$ cat src/rtl/instr_mem_loader.sv
// Byte-stream program loader: packs 4 bytes MSB-first into a 32-bit instruction
// and writes it to consecutive instruction-memory addresses, holding the CPU meanwhile.
module instr_mem_loader #(
  parameter int ADDR_W = 8
) (
  input  logic              clk,
  input  logic              rst_n,
  input  logic              start,
  input  logic [ADDR_W-1:0] start_addr,
  input  logic [ADDR_W:0]   word_count,
  input  logic              in_valid,
  input  logic [7:0]        in_data,
  output logic              in_ready,
  output logic              wr_en,
  output logic [ADDR_W-1:0] wr_addr,
  output logic [31:0]       wr_data,
  output logic              busy,
  output logic              cpu_hold,
  output logic              done,
  output logic [7:0]        checksum
);

  typedef enum logic [1:0] {
    IDLE    = 2'd0,
    COLLECT = 2'd1,
    WRITE   = 2'd2,
    DONE    = 2'd3
  } state_t;

  localparam logic [ADDR_W:0]   MAX_WORDS = {1'b1, {ADDR_W{1'b0}}};
  localparam logic [ADDR_W-1:0] ADDR_ONE  = {{(ADDR_W-1){1'b0}}, 1'b1};
  localparam logic [ADDR_W:0]   REM_ONE   = {{ADDR_W{1'b0}}, 1'b1};

  state_t            state_q, state_d;
  logic [ADDR_W-1:0] addr_q, addr_d;
  logic [ADDR_W:0]   rem_q, rem_d;
  logic [1:0]        idx_q, idx_d;
  logic [31:0]       word_q, word_d;
  logic [7:0]        cks_q, cks_d;

  // State and datapath registers; reset discards any partial word.
  always_ff @(posedge clk or negedge rst_n) begin
    if (!rst_n) begin
      state_q <= IDLE;
      addr_q  <= '0;
      rem_q   <= '0;
      idx_q   <= 2'd0;
      word_q  <= 32'd0;
      cks_q   <= 8'd0;
    end else begin
      state_q <= state_d;
      addr_q  <= addr_d;
      rem_q   <= rem_d;
      idx_q   <= idx_d;
      word_q  <= word_d;
      cks_q   <= cks_d;
    end
  end

  // Next-state and datapath update.
  always_comb begin
    state_d = state_q;
    addr_d  = addr_q;
    rem_d   = rem_q;
    idx_d   = idx_q;
    word_d  = word_q;
    cks_d   = cks_q;
    case (state_q)
      IDLE: begin
        if (start) begin
          addr_d = start_addr;
          // counts above the memory depth are clamped to a full-memory load
          rem_d  = (word_count > MAX_WORDS) ? MAX_WORDS : word_count;
          cks_d  = 8'd0;
          idx_d  = 2'd0;
          word_d = 32'd0;
          if (word_count == '0) begin
            state_d = DONE;
          end else begin
            state_d = COLLECT;
          end
        end else begin
          state_d = IDLE;
        end
      end
      COLLECT: begin
        if (in_valid) begin
          case (idx_q)
            2'd0:    word_d[31:24] = in_data;
            2'd1:    word_d[23:16] = in_data;
            2'd2:    word_d[15:8]  = in_data;
            2'd3:    word_d[7:0]   = in_data;
            default: word_d        = word_q;
          endcase
          cks_d = cks_q ^ in_data;
          idx_d = idx_q + 2'd1;
          if (idx_q == 2'd3) begin
            state_d = WRITE;
          end else begin
            state_d = COLLECT;
          end
        end else begin
          state_d = COLLECT;
        end
      end
      WRITE: begin
        addr_d = addr_q + ADDR_ONE;
        rem_d  = rem_q - REM_ONE;
        idx_d  = 2'd0;
        if (rem_q == REM_ONE) begin
          state_d = DONE;
        end else begin
          state_d = COLLECT;
        end
      end
      DONE: begin
        state_d = IDLE;
      end
      default: begin
        state_d = IDLE;
      end
    endcase
  end

  // Outputs decode straight from registers, so in_valid never reaches in_ready.
  assign in_ready = (state_q == COLLECT);
  assign wr_en    = (state_q == WRITE);
  assign wr_addr  = addr_q;
  assign wr_data  = word_q;
  assign busy     = (state_q != IDLE);
  assign cpu_hold = (state_q != IDLE);
  assign done     = (state_q == DONE);
  assign checksum = cks_q;

endmodule

$ cat config.mk
export PLATFORM = sky130hd
export DESIGN_NAME = instr_mem_loader
export DESIGN_NICKNAME = d
export VERILOG_FILES = /design/src/rtl/instr_mem_loader.sv
export SDC_FILE = /design/constraint.sdc
export NUM_CORES = 1
export LEC_CHECK = 0
export ABC_AREA = 1
export CORE_MARGIN = 10
export CORE_UTILIZATION = 50
export CTS_BUF_LIST = sky130_fd_sc_hd__clkbuf_8
export CTS_CLUSTER_DIAMETER = 80
export DETAILED_ROUTE_END_ITERATION = 10
export PLACE_DENSITY = 0.83
export SYNTH_ARGS = -nofsm -noshare
export SYNTH_HDL_FRONTEND = slang
export SYNTH_SLANG_ARGS = --single-unit
$ cat constraint.sdc
create_clock -name clk -period 1.85 [get_ports clk]
set_clock_uncertainty 0.15 [all_clocks]
set_input_delay 0.555 -clock clk [delete_from_list [all_inputs] [get_ports clk]]
set_output_delay 0.555 -clock clk [all_outputs]
set_load 0.03 [all_outputs]
==> qor.txt <==
Status - finished, violations left
Failing checks - setup timing
Vias post-DR - 3,220
Syn avg cell area - 7.65 um^2
Final WL - 9560 um
Port Buffer Count - 81
# setup viols final - 5
Pwr dens - 1770 nW/um^2
PnR worst setup slack - -0.0294 ns
Mux cell area share after synthesis - 0
CTS max path bufs - 2
DP Area - 4260 um^2
Crit Path Category - flop to primary output
Ranking of synthesized cells by area - dfrtp_1, nand2_1, o21ai_0
Synth Area in Simple Gates - 0.264
Crit-path cells - buf_6 -> nor2_4 -> buf_6
Post-synthesis sequential area ratio - 0.498
Synth Area in Adders - 0.0285
Final min period - 1.88 ns
Post-synth net total - 437
DR vias/cell - 5.20
Slowest-stage cell, CP - dfrtp_2
Count of warnings emitted by yosys - 0
Main combinational cell family by area after synthesis - simple AND/OR/NAND/NOR gates
Core Rows - 28
CTS clk-pin slew, worst paths - 0.07 ns
Xor/xnor cell area share of the yosys netlist - 0.00571
Synth cell types - 26
Clk_lat worst skew - 0.34 ns
Startpoint types - flop
Post-DP HPWL - 6940 um
Routed Antenna Nets - 0
Crit path DAT - 1.17 ns
WP data required - 1.14 ns
GRT overflow - 0
Yosys top cell area share - 0.498
Most frequent cells in the layout - nand2_1, dfrtp_1, buf_4, o21ai_0, inv_1
Met2 usage - 0.314
Antenna violations before repair - 0
GR Util met1 - 0.243
Die X - 98.3 um
Netlist Area Pre-Place - 3070 um^2
Final net count - 575
Fin. max-slew vios - 0
Least-Margin Pin Slew - 0.388 ns
DRT Pass-1 Iters - 5
DIE HEIGHT - 98.3 um
WHS - 0.0612 ns
Worst Setup End Kind - primary output
GR Util met3 - 0.0578
Mapped Cells - 401
Final period utilization - 1.02
Static Leak - 2.39 nW
Wirelength per Cell - 15.4 um
Core area - 5960 um^2
Initial core utilization - 0.515
F_max - 532 MHz
CP peak stage delay - 0.44 ns
Cell taking the most area after synthesis - dfrtp_1
Cell repeated most along the worst path - buf_6
Area Overhead vs Synth - 49.3%
Finished Cell Area - 4580 um^2
1st-iter DRT viols - 177
Io pins - 82
MaxCap Viol Count - 0
RSZ-0062 raised after global routing - true
Total die area - 9670 um^2
Htree depth - 3
Layout cell share with drive strength beyond 1 - 0.180
Number of global-route vias before repair - 3,273
Busiest grt layer - met2
Global-route wire length before repair - 15,700 um
GPL Wtd Cong - 0.854
Worst VDD drop - 1.09 mV
Compound-cell area share of the yosys netlist - 0.123
CTS tree - done
CTS Root Cell - clkbuf_8
Pin count of the biggest net entering global routing - 62
Number of remaining DRC errors - 0
Most common cell after layout, fill and taps aside - nand2_1
Worst Hold Class - input pin to async pin
Final Hold Viols - 0
Overall power - 0.00811 W
Crit path max fanout - 4
Antenna diodes - 0
GRT Total Usage - 0.197
Total CTS buffers - 9
Synth Register Bits - 61
Clock Sinks - 61
Slew HR - 0.740
[through the flow]
stage / setup TNS [ns] / util / instances / setup slack (ns)
global route: -0.466 / 0.769 / 619 / -0.0523
detailed placement: -10.32 / 0.715 / 590 / -0.319
global placement: -8.79 / 0.715 / 590 / -0.234
CTS: -0.282 / 0.757 / 612 / -0.0915
floorplan: 0 / - / 401 / 0.120
finish: -0.0838 / 0.769 / 619 / -0.0294
[path summary, 6_finish.rpt]
check	startpoint	to	slack (ns)	cells after the start
max	state_q[0]	wr_en	-0.03	3
min	rst_n	rem_q[2]	0.06	2
max reg2reg	state_q[0]	rem_q[6]	0.03	9
min reg2reg	wr_data[17]	wr_data[17]	0.34	2
max in group asynchronous	rst_n	wr_data[28]	1.22	2
min in group clk	wr_data[17]	wr_data[17]	0.34	2
[worst max-delay path: cells and delay by family (launching register included)]
family                 cells  cell delay (ns)
buffers and inverters      2             0.28
DFF                        1             0.44
and+or+nand+nor            1             0.12
[layer usage]
metal  part of all wire  wire length (um)
met5                  0                 0
met4              0.020               189
met3              0.081               774
met2               0.48              4620
met1               0.42              3980
[synthesized netlist by cell type (all sizes together)]
cell	n
inv	52
nor2	47
o211ai	5
nand3	22
nand4	3
o21ai	52
buf	6
or2	1
dfrtp	61
a22o	1
a21oi	12
ha	7
nand3b	2
nor3	2
clkbuf	4
xor2	2
a22oi	1
nand2	121
[final cells by class]
class                   instances  area (um^2)
multi-input cells             278         1320
fillers                       457         1370
well taps                      75         93.8
flip-flops and latches         61         1530
clock inverters                 7          115
repair buffers                137         1200
inverters                      52          199
clock buffers                   9          124
[what timing repair did]
action                     CTS  global route
buffers inserted             6             7
setup endpoints to repair   64            44
gates cloned                 0             0
hold buffers                 0             0
resized for setup           58            22
pin swaps                    2             1
[power by group]
part | total [W] | internal, W | switching, W
combinational | 0.00439 | 0.00161 | 0.00278
clock | 0.00142 | 0.000889 | 0.000535
sequential | 0.00230 | 0.00193 | 0.000379
total | 0.00811 | 0.00442 | 0.00369
[flip-flops by register name, indices dropped and copies added, names as in the netlist]
register,cells
wr_data,32
idx_q,2
rem_q,9
checksum,8
wr_addr,8
state_q,2
[cells by family after synthesis]
kind of cell,count (synthesis)
xor+xnor,2
simple gates,198
buf+inv,62
compound gates,71
fa+ha+maj,7
flops,61
No activity file was read; power rests on OpenSTA's default activity.
